<file path="src/rtl/debug_uart_pkg.sv">
// Shared constants and types for the debug UART snapshot serializer.
// Frame layout constants live here so the parent and the byte transmitter agree.
package debug_uart_pkg;

    localparam logic [7:0] SYNC0         = 8'hCA;
    localparam logic [7:0] SYNC1         = 8'hFE;
    localparam int         FRAME_BYTES   = 25;
    localparam int         IDLE_BITS     = 10;
    localparam int         BITS_PER_BYTE = 10;

    typedef logic [4:0] byte_idx_t;

    typedef enum logic {
        ST_SEND = 1'b0,
        ST_GAP  = 1'b1
    } frame_state_t;

endpackage

</file>
<file path="src/rtl/uart_tx_byte.sv">
// 8N1 byte transmitter, LSB first, DIV clocks per bit.
// ready rises in the final stop-bit cycle so a byte offered then follows with no gap.
module uart_tx_byte
    import debug_uart_pkg::*;
#(
    parameter int DIV = 12
) (
    input  logic       clk,
    input  logic       rst_n,
    input  logic [7:0] data,
    input  logic       valid,
    output logic       ready,
    output logic       tx
);

    localparam int TW = $clog2(DIV);

    logic          busy;
    logic [TW-1:0] timer;
    logic [3:0]    bit_idx;
    logic [7:0]    shreg;
    logic          bit_end;
    logic          last_bit;

    assign bit_end  = (timer == TW'(DIV - 1));
    assign last_bit = (bit_idx == 4'(BITS_PER_BYTE - 1));
    assign ready    = !busy || (bit_end && last_bit);

    always_ff @(posedge clk or negedge rst_n) begin
        if (!rst_n) begin
            busy    <= 1'b0;
            timer   <= '0;
            bit_idx <= '0;
            shreg   <= '0;
            tx      <= 1'b1;
        end else if (valid && ready) begin
            busy    <= 1'b1;
            timer   <= '0;
            bit_idx <= '0;
            shreg   <= data;
            tx      <= 1'b0;
        end else if (busy) begin
            if (!bit_end) begin
                timer <= timer + TW'(1);
            end else if (last_bit) begin
                busy    <= 1'b0;
                timer   <= '0;
                bit_idx <= '0;
            end else begin
                // shifting in ones makes the tenth bit the stop bit for free
                timer   <= '0;
                bit_idx <= bit_idx + 4'd1;
                tx      <= shreg[0];
                shreg   <= {1'b1, shreg[7:1]};
            end
        end
    end

endmodule

</file>
<file path="src/rtl/debug_uart_serializer.sv">
// Snapshots bring-up state once per frame and streams it as 25 gapless 8N1 bytes,
// followed by a fixed idle gap, forever.
//
//   state   | meaning
//   ST_SEND | offering byte byte_idx of the current frame to the transmitter
//   ST_GAP  | line idle between frames; gap_cnt counts down to the next frame
module debug_uart_serializer
    import debug_uart_pkg::*;
#(
    parameter int W   = 16,
    parameter int DIV = 12
) (
    input  logic                clk,
    input  logic                rst_n,
    output logic                tx_o,
    input  logic signed [W-1:0] adc0,
    input  logic signed [W-1:0] adc1,
    input  logic signed [W-1:0] adc2,
    input  logic signed [W-1:0] adc3,
    input  logic [7:0]          eeprom_mfg,
    input  logic [7:0]          eeprom_dev,
    input  logic [31:0]         eeprom_serial,
    input  logic [7:0]          jack,
    input  logic [7:0]          touch0,
    input  logic [7:0]          touch1,
    input  logic [7:0]          touch2,
    input  logic [7:0]          touch3,
    input  logic [7:0]          touch4,
    input  logic [7:0]          touch5,
    input  logic [7:0]          touch6,
    input  logic [7:0]          touch7
);

    // gap counting starts when the last byte is accepted, so it also covers that byte's 10 bits
    localparam int GAP_CYCLES = (IDLE_BITS + BITS_PER_BYTE) * DIV;
    localparam int GW         = $clog2(GAP_CYCLES);

    logic [W-1:0]  adc_raw   [4];
    logic [15:0]   adc_cvt   [4];
    logic [7:0]    touch_raw [8];

    frame_state_t  state;
    byte_idx_t     byte_idx;
    logic [GW-1:0] gap_cnt;
    logic [7:0]    snap_mfg;
    logic [7:0]    snap_dev;
    logic [31:0]   snap_serial;
    logic [7:0]    snap_jack;
    logic [7:0]    snap_touch [8];
    logic [15:0]   snap_adc   [4];

    logic [7:0]    tx_data;
    logic [2:0]    touch_sel;
    logic [2:0]    adc_sel;
    logic          valid;
    logic          ready;
    logic          accept;

    assign adc_raw[0]   = adc0;
    assign adc_raw[1]   = adc1;
    assign adc_raw[2]   = adc2;
    assign adc_raw[3]   = adc3;
    assign touch_raw[0] = touch0;
    assign touch_raw[1] = touch1;
    assign touch_raw[2] = touch2;
    assign touch_raw[3] = touch3;
    assign touch_raw[4] = touch4;
    assign touch_raw[5] = touch5;
    assign touch_raw[6] = touch6;
    assign touch_raw[7] = touch7;

    for (genvar i = 0; i < 4; i++) begin : g_adc
        if (W < 16) begin : g_ext
            assign adc_cvt[i] = {{(16 - W){adc_raw[i][W-1]}}, adc_raw[i]};
        end else if (W > 16) begin : g_trunc
            assign adc_cvt[i] = adc_raw[i][W-1 -: 16];
        end else begin : g_pass
            assign adc_cvt[i] = adc_raw[i];
        end
    end

    always_comb begin
        tx_data   = 8'h00;
        touch_sel = 3'(byte_idx - 5'd9);
        adc_sel   = 3'(byte_idx - 5'd17);
        case (byte_idx) inside
            5'd0:          tx_data = SYNC0;
            5'd1:          tx_data = SYNC1;
            5'd2:          tx_data = snap_mfg;
            5'd3:          tx_data = snap_dev;
            5'd4:          tx_data = snap_serial[31:24];
            5'd5:          tx_data = snap_serial[23:16];
            5'd6:          tx_data = snap_serial[15:8];
            5'd7:          tx_data = snap_serial[7:0];
            5'd8:          tx_data = snap_jack;
            [5'd9:5'd16]:  tx_data = snap_touch[touch_sel];
            [5'd17:5'd24]: tx_data = adc_sel[0] ? snap_adc[adc_sel[2:1]][7:0]
                                                : snap_adc[adc_sel[2:1]][15:8];
            default:       tx_data = 8'h00;
        endcase
    end

    assign valid  = (state == ST_SEND) || (gap_cnt == '0);
    assign accept = valid && ready;

    always_ff @(posedge clk or negedge rst_n) begin
        if (!rst_n) begin
            state       <= ST_SEND;
            byte_idx    <= '0;
            gap_cnt     <= '0;
            snap_mfg    <= '0;
            snap_dev    <= '0;
            snap_serial <= '0;
            snap_jack   <= '0;
            snap_touch  <= '{default: '0};
            snap_adc    <= '{default: '0};
        end else begin
            // the sync bytes never read the snapshot, so capturing on byte 0 keeps the frame coherent
            if (accept && byte_idx == '0) begin
                snap_mfg    <= eeprom_mfg;
                snap_dev    <= eeprom_dev;
                snap_serial <= eeprom_serial;
                snap_jack   <= jack;
                snap_touch  <= touch_raw;
                snap_adc    <= adc_cvt;
            end
            case (state)
                ST_SEND: begin
                    if (accept) begin
                        if (byte_idx == byte_idx_t'(FRAME_BYTES - 1)) begin
                            state    <= ST_GAP;
                            byte_idx <= '0;
                            gap_cnt  <= GW'(GAP_CYCLES - 1);
                        end else begin
                            byte_idx <= byte_idx + 5'd1;
                        end
                    end
                end
                ST_GAP: begin
                    if (gap_cnt != '0) begin
                        gap_cnt <= gap_cnt - GW'(1);
                    end else if (accept) begin
                        state    <= ST_SEND;
                        byte_idx <= byte_idx_t'(1);
                    end
                end
                default: state <= ST_SEND;
            endcase
        end
    end

    uart_tx_byte #(.DIV(DIV)) u_tx (
        .clk   (clk),
        .rst_n (rst_n),
        .data  (tx_data),
        .valid (valid),
        .ready (ready),
        .tx    (tx_o)
    );

endmodule

</file>
<file path="config.mk">
export PLATFORM = sky130hd
export DESIGN_NAME = debug_uart_serializer
export DESIGN_NICKNAME = d
export VERILOG_FILES = /design/src/rtl/debug_uart_pkg.sv /design/src/rtl/uart_tx_byte.sv /design/src/rtl/debug_uart_serializer.sv
export SDC_FILE = /design/constraint.sdc
export NUM_CORES = 1
export LEC_CHECK = 0
export BUFFER_PORTS_ARGS = -buffer_cell sky130_fd_sc_hd__buf_2
export CELL_PAD_IN_SITES_DETAIL_PLACEMENT = 0
export CELL_PAD_IN_SITES_GLOBAL_PLACEMENT = 2
export CORE_MARGIN = 1
export CORE_UTILIZATION = 41
export CTS_CLUSTER_SIZE = 14
export DETAILED_ROUTE_END_ITERATION = 6
export GPL_TIMING_DRIVEN = 0
export PLACE_DENSITY = 0.92
export SYNTH_ARGS = -nofsm -noshare
export SYNTH_HDL_FRONTEND = slang
export SYNTH_SLANG_ARGS = --single-unit
</file>
<file path="constraint.sdc">
create_clock -name clk -period 9.1 [get_ports clk]
set_input_delay 1.365 -clock clk [delete_from_list [all_inputs] [get_ports clk]]
set_output_delay 1.365 -clock clk [all_outputs]
set_load 0.03 [all_outputs]
</file>
After elaboration in Yosys (flattened, before gate mapping) --
Index checks and enable logic that the tools add are counted.
Storage, ports and cells: output and inout port bits 1, logic and storage cells 124, input port bits 186, register bits 216
Operators by class: order comparisons 6, add/subtract/negate cells 6, mux-type cells 51, equal/unequal tests 17, bitwise operators 3, reduce and logical (&&, ||, !) cells 17
Operators by type and width (count):
- 2-to-1 mux 8 bit | 21
- binary-select mux 16 bit (select 2 bit) | 1
- 2-to-1 mux 16 bit | 2
- 2-to-1 mux 4 bit | 7
- binary-select mux 8 bit (select 3 bit) | 1
- == test 5 x 3 -> 1 bit (second input constant) | 4
- 2-to-1 mux 5 bit | 4
- case mux 8 bit (2 select lines) | 1
- 2-to-1 mux 1 bit | 12
- == test 5 x 2 -> 1 bit (second input constant) | 2
- less-or-equal comparator 5 bit (second input constant) | 2
- case mux 5 bit (2 select lines) | 1
- AND reduction 3 bit | 3
- adder 4 x 1 -> 4 bit (second input constant) | 2
- == test 4 bit (second input constant) | 2
- logical NOT 8 bit | 1
- nonzero test 8 bit | 1
- subtractor 8 x 1 -> 8 bit (second input constant) | 1
- != test 2 x 1 -> 1 bit (second input constant) | 3
- != test 2 bit (second input constant) | 3
- subtractor 3 x 1 -> 3 bit (second input constant) | 2
- adder 5 x 1 -> 5 bit (second input constant) | 1
- == test 5 x 1 -> 1 bit (second input constant) | 1
- == test 5 x 4 -> 1 bit (second input constant) | 1
- other kinds (15) | 21

Longest topological paths before layout --
word-level depth 18, gate-level depth with buffers 13, mapped depth without buffers 8

Hierarchy --
From an unflattened synthesis, not the netlist that was laid out.
Unflattened totals: cells, all modules 807, area total of the unflattened synthesis 10809.1 um^2
By module, submodules not included:
- debug_uart_serializer | cells each 719, area each 9836.9 um^2, instances 1
- uart_tx_byte | cells each 88, area each 972.2 um^2, instances 1

Worst setup path before layout --
Ideal clock, no wire load.
path type register -> register, start register byte_idx[0], end register u_tx.shreg[6], arrival 3.535 ns, library setup time 0.126 ns, setup slack 5.439 ns, cell stages (with the launch flop) 12, cells stage by stage dfrtp_1 > clkbuf_1 > buf_2 > clkbuf_1 > inv_2 > ha_1 > clkinv_1 > clkbuf_1 > mux4_2 > mux2i_1 > o2111ai_1 > a221o_1
Between the ends: longest elaborated chain between the ends 18, elaborated cells between the ends (all ways) 38, those cells by class 2 x add/sub; 4 x order compare; 8 x eq/ne; 19 x mux; 2 x bitwise; 3 x reduce/logical
RTL lines:
- start, declared | line debug_uart_serializer.sv:43 | byte_idx_t byte_idx;
- start signal, assigned | line debug_uart_serializer.sv:135 | byte_idx <= byte_idx + 5'd1;
- start signal, assigned | line debug_uart_serializer.sv:144 | byte_idx <= byte_idx_t'(1);
- subtractor 3 x 1 -> 3 bit | line debug_uart_serializer.sv:84, debug_uart_serializer.sv:85
- inverter 2 -> 3 bit (implied by the code) | line debug_uart_serializer.sv:97, debug_uart_serializer.sv:98
- binary-select mux 16 bit (select 2 bit) | line debug_uart_serializer.sv:97, debug_uart_serializer.sv:98
- 2-to-1 mux 16 bit (implied by the code) (2 in a row) | line debug_uart_serializer.sv:98 | : snap_adc[adc_sel[2:1]][15:8];
- 2-to-1 mux 8 bit | line debug_uart_serializer.sv:97 | [5'd17:5'd24]: tx_data = adc_sel[0] ? snap_adc[adc_sel[2:1]][7:0]
- 2-to-1 mux 8 bit (10 in a row) | line debug_uart_serializer.sv:86 | case (byte_idx) inside
- 2-to-1 mux 8 bit (*) | line debug_uart_serializer.sv:86
- 2-to-1 mux 8 bit (*) | line uart_tx_byte.sv:36 | end else if (valid && ready) begin
- end signal, assigned | line uart_tx_byte.sv:40 | shreg <= data;
- end signal, assigned | line uart_tx_byte.sv:54 | shreg <= {1'b1, shreg[7:1]};
- end, declared | line uart_tx_byte.sv:21 | logic [7:0] shreg;
Every way passes the cells marked *; elsewhere a longest branch is shown, timed or not. The select of a mux whose other input is x is not followed. A chain may end at the register's enable or synchronous reset.

Worst setup path in the final report --
start register byte_idx[0], end register u_tx.shreg[3]
Same word-level chain as after synthesis.

==> metrics.csv <==
stage;metric;value;unit
run_status;status;completed;
global_routing;busiest metal layer after global routing;met2;
worst_setup_path;crit start category;flop;
job;Max Cap Viol;0;
worst_setup_path;Worst Setup End Kind;flop;
worst_setup_path;Crit Path Max Fanout;12;
yosys;Async S/R FF share, synth;100;%
clock_network;CTS resizes;0;
yosys;Yosys reg bits;216;
drt;total number of vias;7584;
timing;fin crit period;5.12;ns
finish;Layout Nets;1223;
placed_design;Placed Instances;1326;
worst_setup_path;CP Class;flop to flop;
yosys;share of the synthesized area in the top cell type;52.1;%
floorplan;Core Rows;57;
yosys;Mean Syn Cell Area;12.7;sq um
clock_network;Skew-Pair Late Insertion Delay;0.54;ns
finish;synth-to-layout area growth;21.4;%
floorplan;Core Footprint;0.0245;sq mm
yosys;dominant cell type by area after synthesis;dfrtp_1;
worst_setup_path;Crit Reg-Reg Startpoint;byte_idx[0];
timing;setup violators final;0;
finish;design area;0.0125;sq mm
global_routing;met1 Use GR;30.3;%
worst_setup_path;delay-heaviest family, CP;buffers and inverters;
drt;DR iter-0 viols;519;
clock_network;clock root buffer;clkbuf_16;
worst_setup_path;Worst setup startpoint;byte_idx[0];
clock_network;CTS HTree Levels;1;
global_routing;M2 GR Usage;35.6;%
worst_setup_path;Cell Chain, Critical Path;clkbuf_1 -> buf_2 -> clkbuf_1 -> inv_2 -> ha_1 -> clkinv_1 -> clkbuf_1 -> mux4_2 -> mux2i_1 -> o211ai_1 -> a221o_1;
worst_hold_path;HP Start;gap_cnt[0];
floorplan;die footprint;0.0258;sq mm
timing;Fin. Hold Viols;0;
worst_setup_path;crit path DAT;5.53;ns
timing;setup TNS;0;ns
clock_network;Clock Path Buffers;3;
global_routing;vias in the first global route;7838;
global_routing;largest net degree at the start of global routing;113;
clock_network;cts-stage hold buffer count;0;
global_routing;routing usage on met3;5.55;%
worst_hold_path;Tightest Hold Check Type;flop to flop;
placed_design;post-DP HPWL;20.8;mm
finish;Multi-input gate area;0.00467;sq mm
clock_network;Worst-path clk slew;0.06;ns
drt;ANT nets after route;0;
drt;Pre-antenna DRT Iters;5;
floorplan;I/O pin count;187;
placed_design;routability cong.;0.879;
clock_network;postcts setup bufs;0;
pwr;P per Cell Area;171;mW/mm^2
timing;Worst Tran Pin Value;1.05;ns
placed_design;PortBufs;186;
yosys;ranking of synthesized cells by area;dfrtp_1 52%, mux2_2 17%, mux4_2 5.2%, mux2_1 2.8%, nand2_1 2.6%;
yosys;Syn Inst Count;815;
yosys;sequential-to-total area share from yosys stat;52.4;%
timing;Slew HR;29.1;%
floorplan;die width;161;um
placed_design;dpl cell area;0.0117;sq mm
clock_network;Inserted Clock Buffers;25;
global_routing;total gr overflow;0;
timing;RSZ-0062 raised after global routing;no;
yosys;EDFF count, synth;0;
global_routing;first-pass GRT wire length;44.6;mm
clock_network;Sink Count;216;
yosys;Unique masters post-synth;70;
worst_setup_path;Worst path slowest cell;clkbuf_1;
drt;vias per std cell;5.51;
timing;clk_skew;0.0188;ns
drt;Post-route DRC;0;
floorplan;Initial Util;42.1;%
yosys;Synth Flop Type;dfrtp_1;
yosys;synthesized area;0.0103;sq mm
finish;fill count;2208;
yosys;synth warn;0;
worst_setup_path;CP most frequent cell;clkbuf_1;
global_routing;initial antenna violation count;9;
pwr;Worst IR Drop VDD;0.135;mV
global_routing;Total GRT Usage;22.5;%
timing;final slew viol count;0;
pwr;static leakage;5.43;nW
floorplan;die height;161;um
worst_setup_path;Required @ worst endpoint;9.51;ns
finish;Finished Layout Cells;1376;
worst_setup_path;slowest cell delay on critical path;0.70;ns
finish;register area;0.00541;sq mm
worst_setup_path;Crit path buffers/inverters;6;
finish;layout cells sized above 1;41.7;%
clock_network;CTS tree;yes;
timing;final period utilization;56.3;%
drt;routed wire length;28.4;mm
yosys;Post-Syn Nets;1009;
drt;drt wl/cell;20.6;um
timing;fmax;195;MHz
[where the power goes]
part / switching [W] / internal [W]
clock: 0.000407 / 0.000586
sequential: 0.0000237 / 0.00100
combinational: 0.0000489 / 0.0000678
total: 0.000479 / 0.00166
[cells by family (layout without fill, tap and decap cells)]
| group | count (synthesis) | count (layout) | synth area share (%) |
|---|---|---|---|
| other | 0 | 5 | 0 |
| multiplexers | 221 | 221 | 26.6 |
| XOR/XNOR | 6 | 6 | 0.509 |
| AO/OA/AOI/OAI | 124 | 124 | 8.22 |
| flip-flops | 216 | 216 | 52.4 |
| AND/OR/NAND/NOR | 184 | 184 | 9.02 |
| buffers and inverters | 56 | 288 | 2.34 |
| adder cells (fa/ha/maj) | 8 | 8 | 0.970 |
[routing by layer]
layer	up-vias	wire, um
met3	68	2050
met5	-	64
met2	264	13000
met4	10	966
li1	3463	-
met1	3779	12300
[cell usage in the layout (no fill, tap or decap), types with 5 or more instances in the layout]
cell type / netlist / final
nand2_1: 72 / 72
inv_1: 6 / 6
a21oi_1: 24 / 24
o2111ai_1: 5 / 5
nand3_1: 19 / 19
nor2_1: 31 / 31
clkbuf_1: 28 / 33
mux2_1: 26 / 26
diode_2: 0 / 5
a22oi_1: 7 / 7
nand4_1: 6 / 6
mux4_2: 24 / 24
nor3_1: 9 / 9
clkbuf_16: 0 / 25
o21ai_0: 25 / 25
dfrtp_1: 215 / 215
nand3b_1: 5 / 5
mux2_2: 158 / 158
clkbuf_8: 0 / 6
ha_1: 8 / 8
nand2b_1: 6 / 6
a31oi_1: 5 / 5
o22ai_1: 13 / 13
buf_2: 19 / 204
mux2i_1: 13 / 13
clkinv_2: 0 / 5
[worst paths after layout]
path / to / slack, ns / depth (start not counted)
setup / recovery: u_tx.shreg[3] / 3.98 / 11
hold reg to reg: gap_cnt[0] / 0.49 / 1
max in group asynchronous: snap_adc[59] / 7.19 / 2
min in group asynchronous: u_tx.timer[3] / 0.91 / 1
setup reg to reg: u_tx.shreg[3] / 3.98 / 11
hold / removal: gap_cnt[0] / 0.49 / 1
[worst reg2reg max path: stages (launching register included)]
cell      delay, ns
dfrtp_1        0.38
clkbuf_1       0.34
buf_2          0.44
clkbuf_1       0.55
inv_2          0.31
ha_1           0.50
clkinv_1       0.27
clkbuf_1       0.70
mux4_2         0.61
mux2i_1        0.31
o211ai_1       0.22
a221o_1        0.37
[stage by stage]
stage	hold WS, ns	util, %	total power (W)	setup slack, ns
floorplan	0.454	-	0.00108	5.44
global placement	0.470	47.5	0.00116	2.83
detailed placement	0.480	47.7	0.00116	3.98
CTS	0.489	51.0	0.00215	3.95
global route	0.509	51.0	0.00222	3.68
finish	0.488	51.1	0.00214	3.98
[cell usage after synthesis, types with 4 or more instances]
master,count
xnor2_1,4
buf_2,19
or3_1,4
o22ai_1,13
and3_1,4
clkbuf_1,28
mux2_2,158
mux4_2,24
o2111ai_1,5
nor2_1,31
inv_1,6
a21oi_1,24
mux2_1,26
a21o_1,4
nand3_1,19
nand3b_1,5
o311ai_0,4
nor2b_1,4
o21ai_0,25
a31oi_1,5
nand4_1,6
o221ai_1,4
nand2b_1,6
ha_1,8
mux2i_1,13
dfrtp_1,215
nand2_1,72
a22oi_1,7
nor3_1,9
[registers in the layout, summed over array words and instances (netlist names), 4 cells and up]
| name | count |
|---|---|
| u_tx.bit_idx | 4 |
| byte_idx | 5 |
| u_tx.shreg | 8 |
| snap_serial | 32 |
| snap_touch | 64 |
| gap_cnt | 8 |
| snap_adc | 64 |
| snap_mfg | 8 |
| snap_dev | 8 |
| snap_jack | 8 |
| u_tx.timer | 4 |
[area by class of cell]
cell class	count	area share, %
plain buffers	48	1.69
inverters	8	0.240
well taps	324	3.24
clock inverters	9	0.729
clock buffers	36	5.80
flip-flops and latches	216	43.2
multi-input cells	543	37.3
diodes	5	0.0999
repair buffers	187	7.73
Note: power is estimated with default switching activity, not from simulation.
